--- config.mk ---
export PLATFORM = sky130hd
export DESIGN_NAME = muxl_param
export DESIGN_NICKNAME = d
export VERILOG_FILES = /design/src/rtl/muxl_param.sv
export SDC_FILE = /design/constraint.sdc
export NUM_CORES = 1
export LEC_CHECK = 0
export BUFFER_PORTS_ARGS = -buffer_cell sky130_fd_sc_hd__buf_2
export CORE_AREA = 2 2 101 103
export CTS_BUF_LIST = sky130_fd_sc_hd__clkbuf_8
export CTS_CLUSTER_DIAMETER = 30
export DETAILED_ROUTE_END_ITERATION = 6
export DIE_AREA = 0 0 103 105
export GPL_TIMING_DRIVEN = 0
export SYNTH_ARGS = -nofsm -noshare
export SYNTH_HDL_FRONTEND = slang
export SYNTH_SLANG_ARGS = --single-unit
--- constraint.sdc ---
create_clock -name clk_2f -period 1.8 [get_ports clk_2f]
set_input_delay 0.18 -clock clk_2f [delete_from_list [all_inputs] [get_ports clk_2f]]
set_output_delay 0.18 -clock clk_2f [all_outputs]
set_load 0.02 [all_outputs]
--- src/rtl/muxl_param.sv ---
`timescale 1ns/1ps
`default_nettype none
// ============================================================================
// Module   : muxl_param
// Brief    : Parametrised lane multiplexer. Each NUM_IN-lane beat is sliced
//            into RATIO = NUM_IN/NUM_OUT consecutive NUM_OUT-lane slots.
//            It has a one-beat skid buffer and output backpressure.
//            Optional macro MUXL_SKIP_IDLE_EN: accepted beats whose per-lane
//            valids are all zero are dropped instead of sliced.
// Revision : 1.0 - initial release
// ============================================================================
module muxl_param #(
  parameter int WIDTH   = 8,
  parameter int NUM_IN  = 4,
  parameter int NUM_OUT = 2,
  localparam int RATIO  = NUM_IN / NUM_OUT,
  localparam int PW     = (RATIO > 1) ? $clog2(RATIO) : 1
) (
  input  logic                     clk_2f,
  input  logic                     reset_L,
  input  logic [NUM_IN*WIDTH-1:0]  in_data,
  input  logic [NUM_IN-1:0]        in_valid,
  input  logic                     in_push,
  output logic                     in_ready,
  output logic [NUM_OUT*WIDTH-1:0] out_data,
  output logic [NUM_OUT-1:0]       out_valid,
  output logic                     out_active,
  output logic [PW-1:0]            out_phase,
  input  logic                     out_ready
);

  localparam logic [PW-1:0] C_LAST_PH = PW'(RATIO - 1);

  // The input lane count must split evenly over the output lanes.
  if (NUM_IN % NUM_OUT != 0) begin : g_ratio_check
    $error("muxl_param: NUM_IN must be a multiple of NUM_OUT");
  end

  // Beat being sliced, the skid beat behind it, and the output stage.
  logic [NUM_IN*WIDTH-1:0]  cur_data_q, cur_data_d;
  logic [NUM_IN-1:0]        cur_valid_q, cur_valid_d;
  logic                     cur_full_q, cur_full_d;
  logic [PW-1:0]            cur_ph_q, cur_ph_d;
  logic [NUM_IN*WIDTH-1:0]  buf_data_q, buf_data_d;
  logic [NUM_IN-1:0]        buf_valid_q, buf_valid_d;
  logic                     buf_full_q, buf_full_d;
  logic                     in_ready_q, in_ready_d;
  logic [NUM_OUT*WIDTH-1:0] out_data_q, out_data_d;
  logic [NUM_OUT-1:0]       out_valid_q, out_valid_d;
  logic                     out_active_q, out_active_d;
  logic [PW-1:0]            out_phase_q, out_phase_d;

  logic                     adv;
  logic                     accept;
  logic                     take;
  logic                     consume;
  logic                     cur_free;
  logic [NUM_OUT*WIDTH-1:0] slice_data;
  logic [NUM_OUT-1:0]       slice_valid;

  // The output stage may load a new slot when it is empty or being taken.
  assign adv     = !out_active_q || out_ready;
  assign accept  = in_push && in_ready_q;
  assign consume = adv && cur_full_q && (cur_ph_q == C_LAST_PH);
  assign cur_free = !cur_full_q || consume;

`ifdef MUXL_SKIP_IDLE_EN
  // All-invalid beats are handshaken but never stored.
  assign take = accept && (|in_valid);
`else
  assign take = accept;
`endif

  // Select slice cur_ph: output lane j carries input lane j*RATIO + cur_ph.
  always_comb begin
    slice_data  = '0;
    slice_valid = '0;
    for (int j = 0; j < NUM_OUT; j++) begin
      slice_data[j*WIDTH +: WIDTH] = cur_data_q[(j*RATIO + int'(cur_ph_q))*WIDTH +: WIDTH];
      slice_valid[j]               = cur_valid_q[j*RATIO + int'(cur_ph_q)];
    end
  end

  // Next-state for beat storage, phase counter and output stage.
  always_comb begin
    cur_data_d   = cur_data_q;
    cur_valid_d  = cur_valid_q;
    cur_full_d   = cur_full_q;
    cur_ph_d     = cur_ph_q;
    buf_data_d   = buf_data_q;
    buf_valid_d  = buf_valid_q;
    buf_full_d   = buf_full_q;
    out_data_d   = out_data_q;
    out_valid_d  = out_valid_q;
    out_active_d = out_active_q;
    out_phase_d  = out_phase_q;

    if (adv) begin
      if (cur_full_q) begin
        out_data_d   = slice_data;
        out_valid_d  = slice_valid;
        out_active_d = 1'b1;
        out_phase_d  = cur_ph_q;
        cur_ph_d     = (cur_ph_q == C_LAST_PH) ? '0 : cur_ph_q + PW'(1);
      end else begin
        out_active_d = 1'b0;
        out_valid_d  = '0;
      end
    end

    // Refill cur from buf first, then straight from the input; otherwise
    // an accepted beat parks in buf (which is empty whenever in_ready is 1).
    if (cur_free) begin
      if (buf_full_q) begin
        cur_data_d  = buf_data_q;
        cur_valid_d = buf_valid_q;
        cur_full_d  = 1'b1;
        buf_full_d  = 1'b0;
      end else if (take) begin
        cur_data_d  = in_data;
        cur_valid_d = in_valid;
        cur_full_d  = 1'b1;
      end else begin
        cur_full_d  = 1'b0;
      end
    end else if (take) begin
      buf_data_d  = in_data;
      buf_valid_d = in_valid;
      buf_full_d  = 1'b1;
    end

    in_ready_d = !buf_full_d;
  end

  // State registers with synchronous active-low reset.
  always_ff @(posedge clk_2f) begin
    if (!reset_L) begin
      cur_data_q   <= '0;
      cur_valid_q  <= '0;
      cur_full_q   <= 1'b0;
      cur_ph_q     <= '0;
      buf_data_q   <= '0;
      buf_valid_q  <= '0;
      buf_full_q   <= 1'b0;
      in_ready_q   <= 1'b0;
      out_data_q   <= '0;
      out_valid_q  <= '0;
      out_active_q <= 1'b0;
      out_phase_q  <= '0;
    end else begin
      cur_data_q   <= cur_data_d;
      cur_valid_q  <= cur_valid_d;
      cur_full_q   <= cur_full_d;
      cur_ph_q     <= cur_ph_d;
      buf_data_q   <= buf_data_d;
      buf_valid_q  <= buf_valid_d;
      buf_full_q   <= buf_full_d;
      in_ready_q   <= in_ready_d;
      out_data_q   <= out_data_d;
      out_valid_q  <= out_valid_d;
      out_active_q <= out_active_d;
      out_phase_q  <= out_phase_d;
    end
  end

  assign in_ready   = in_ready_q;
  assign out_data   = out_data_q;
  assign out_valid  = out_valid_q;
  assign out_active = out_active_q;
  assign out_phase  = out_phase_q;

endmodule
`default_nettype wire
==> results.json <==
{
  "yosys.area.top_type": "sky130_fd_sc_hd__dfxtp_1",
  "post_cts_setup_buffer_count": 0,
  "cts_repair_resize_count": 0,
  "timing.setup.critical_path_class": "flop to flop",
  "ys.warnings.count": 0,
  "maximum_number_of_pins_on_one_net_before_global_route_repair": 17,
  "die_y_um": 105,
  "num_rows": 36,
  "placement.io_buffers": 59,
  "ys_types": 29,
  "drt_iter0_drc": 133,
  "min_from": "in_data[10]",
  "crit_required_ns": 2.09,
  "core-area_sq_um": 9640,
  "synth_top_cells_by_area": "sky130_fd_sc_hd__dfxtp_1 (45%), sky130_fd_sc_hd__mux2i_1 (13%), sky130_fd_sc_hd__nand2_1 (8.0%)",
  "crit_start": "buf_full_q",
  "antenna_violating_nets_post_route": 0,
  "totalWireLength_um": 10500,
  "critPathArrivalTime_ns": 1.83,
  "grt_first_pass_wirelength_um": 17300,
  "diodes": 0,
  "grt_usage_pct": 20.6,
  "grt_util_met3_pct": 3.68,
  "outcome": "finished clean",
  "synth_top_flop_cell": "sky130_fd_sc_hd__dfxtp_1",
  "die_w_um": 103,
  "critical_path.endpoint_type": "flop",
  "num_io_pins": 61,
  "ir_worst_vdd_v": 0.000342,
  "post_synth.cell_area_avg_sq_um": 9.16,
  "critical_path.slowest_cell": "sky130_fd_sc_hd__clkbuf_1",
  "totalNegativeSetupSlack_ns": 0,
  "postSynthRegisterBits": 96,
  "min_period_over_period_pct": 85.1,
  "cells_along_the_critical_path": "buf_4 > buf_6 > clkbuf_1 > o211ai_1 > mux2i_1",
  "place_inst": 655,
  "dr_pass1_iterations": 4,
  "timing.critical_path.buf_inv": 3,
  "path_delay_family": "buffers and inverters",
  "cts_inserted_buffers": 9,
  "clkTransAtPathRegs_ns": 0.09,
  "clock_path_buffers": 2,
  "dp_hpwl_um": 7640,
  "maxCapViolCount": 0,
  "drc_errors": 0,
  "cts_tree": "built",
  "worstSkewPairLatency_ns": 0.36,
  "final_max_slew_viol_count": 0,
  "number_of_nets_produced_by_synthesis": 503,
  "yosys.area.top_type_share_pct": 45.3,
  "grt.met1_usage_pct": 28.9,
  "worst_slew_pin_slew_ns": 0.573,
  "mostFrequentLayoutCell": "sky130_fd_sc_hd__dfxtp_1",
  "startpoint_type_of_the_worst_setup_path": "flop",
  "final_nets": 573,
  "gr-max-usage-layer": "met2",
  "globalplace.congestion": 0.806,
  "hold_viol_final": 0,
  "layout_common_cells": "sky130_fd_sc_hd__dfxtp_1 (96), sky130_fd_sc_hd__nand2_1 (90), sky130_fd_sc_hd__buf_2 (67)",
  "synth_edf_count": 0,
  "unrepaired_setup_endpoints_after_global_routing": "no",
  "ctsHoldBuffers": 0,
  "cts_max_level": 3,
  "postSynth.asyncResetShare_pct": 0,
  "rr_startpoint": "buf_full_q",
  "grt_antenna_before_repair": 0,
  "leakage_nw": 1.98,
  "min-delay-path-class": "input pin to flop",
  "drive_above_1_share_pct": 19.9,
  "floorplan.initialDensity_pct": 44.0,
  "detailroute.via_count": 3428,
  "route.detailed.vias_per_inst": 5.11,
  "grt.overflow.total": 0,
  "mappedNetlistArea_sq_um": 4240,
  "synth_cells": 463,
  "clkSinkCount": 96,
  "synth-seq-area-share_pct": 45.3,
  "wl_per_cell_um": 15.6,
  "max-slew-margin-rel_pct": 61.8,
  "final.setup_skew_ns": 0.0106,
  "grt_util_met2_pct": 31.7,
  "min_period_ns": 1.53,
  "area_delta_synth_final_pct": 15.2,
  "die-area_sq_um": 10800,
  "timing.critical_path.slowest_cell_delay_ns": 0.46,
  "first_global_vias": 3402,
  "ctsRootBufferMaster": "sky130_fd_sc_hd__clkbuf_8",
  "setup.reg_to_reg.worst_slack_ns": 0.27,
  "power-per-cell-area_nw_per_um2": 870,
  "critical_path_peak_fanout": 10,
  "setup_viol": 0,
  "fmax_mhz": 653,
  "layoutNonFillerInstCount": 671
}
power breakdown:
| part | total (mW) | switching, mW | internal, mW |
|---|---|---|---|
| clock | 1.32 | 0.779 | 0.545 |
| combinational | 0.621 | 0.360 | 0.261 |
| sequential | 2.30 | 0.0666 | 2.23 |
| total | 4.25 | 1.21 | 3.04 |
final timing paths:
path                         end  depth (start not counted)
hold / removal    buf_data_q[10]                          3
hold reg to reg    buf_data_q[5]                          2
setup / recovery  cur_data_q[25]                          5
setup reg to reg  cur_data_q[25]                          5
through the flow:
stage | hold WS (ns) | cell area [sq um] | setup slack, ns | utilization [%] | total power [mW]
3_5_place_dp | 0.437 | 4700 | 0.284 | 48.8 | 2.98
2_1_floorplan | 0.313 | 4240 | 0.490 | - | 2.76
5_1_grt | 0.0396 | 4880 | 0.125 | 50.6 | 4.44
6_report | 0.0531 | 4880 | 0.268 | 50.6 | 4.25
4_1_cts | 0.0404 | 4880 | 0.266 | 50.6 | 4.28
3_3_place_gp | 0.435 | 4700 | 0.314 | 48.8 | 2.96
metal layers:
| metal | wire [um] | share of wire [%] |
|---|---|---|
| met3 | 484 | 4.6 |
| met2 | 4690 | 45 |
| met4 | 99 | 0.94 |
| met1 | 5220 | 50 |
| met5 | 0 | 0 |
flip-flops by register name, summed over array words and instances, names as in the netlist:
signal / cells
buf_data_q: 32
buf_full_q: 1
buf_valid_q: 4
cur_data_q: 32
cur_full_q: 1
cur_ph_q: 1
cur_valid_q: 4
in_ready: 1
out_active: 1
out_data: 16
out_phase: 1
out_valid: 2
area by class of cell:
class                      instances  area (sq um)
clock inverter                     6          43.8
sequential                        96          1920
timing repair buffer              59           295
buffer                            44           250
clock buffer                      10           138
multi-input combinational        322          2060
tap                              133           166
inverter                           1          3.75
fill                             972          4760
synthesized netlist by cell type, types with 2 or more instances:
cell / instances
sky130_fd_sc_hd__nand2_1: 90
sky130_fd_sc_hd__or2b_1: 3
sky130_fd_sc_hd__o21ai_0: 29
sky130_fd_sc_hd__buf_4: 9
sky130_fd_sc_hd__o21a_1: 2
sky130_fd_sc_hd__clkbuf_2: 3
sky130_fd_sc_hd__buf_6: 5
sky130_fd_sc_hd__mux2_2: 2
sky130_fd_sc_hd__nand2b_1: 34
sky130_fd_sc_hd__a22oi_1: 2
sky130_fd_sc_hd__buf_2: 8
sky130_fd_sc_hd__and2_1: 2
sky130_fd_sc_hd__clkbuf_1: 18
sky130_fd_sc_hd__mux2i_1: 53
sky130_fd_sc_hd__o211ai_1: 36
sky130_fd_sc_hd__dfxtp_1: 96
sky130_fd_sc_hd__nor2b_1: 3
sky130_fd_sc_hd__o211a_1: 16
sky130_fd_sc_hd__o21ai_1: 7
sky130_fd_sc_hd__nand3_1: 36
tightest hold or removal path, stage by stage:
cell	delay (ns)
sky130_fd_sc_hd__buf_2	0.10
sky130_fd_sc_hd__nand2_1	0.05
sky130_fd_sc_hd__o21ai_1	0.05
kinds of logic after synthesis:
family / share of synthesized area, %
AO/OA/AOI/OAI: 16.5
XOR/XNOR: 0.207
buffers and inverters: 5.99
flip-flops: 45.3
multiplexers: 13.0
AND/OR/NAND/NOR: 18.9
No activity file was read; power rests on OpenSTA's default activity.
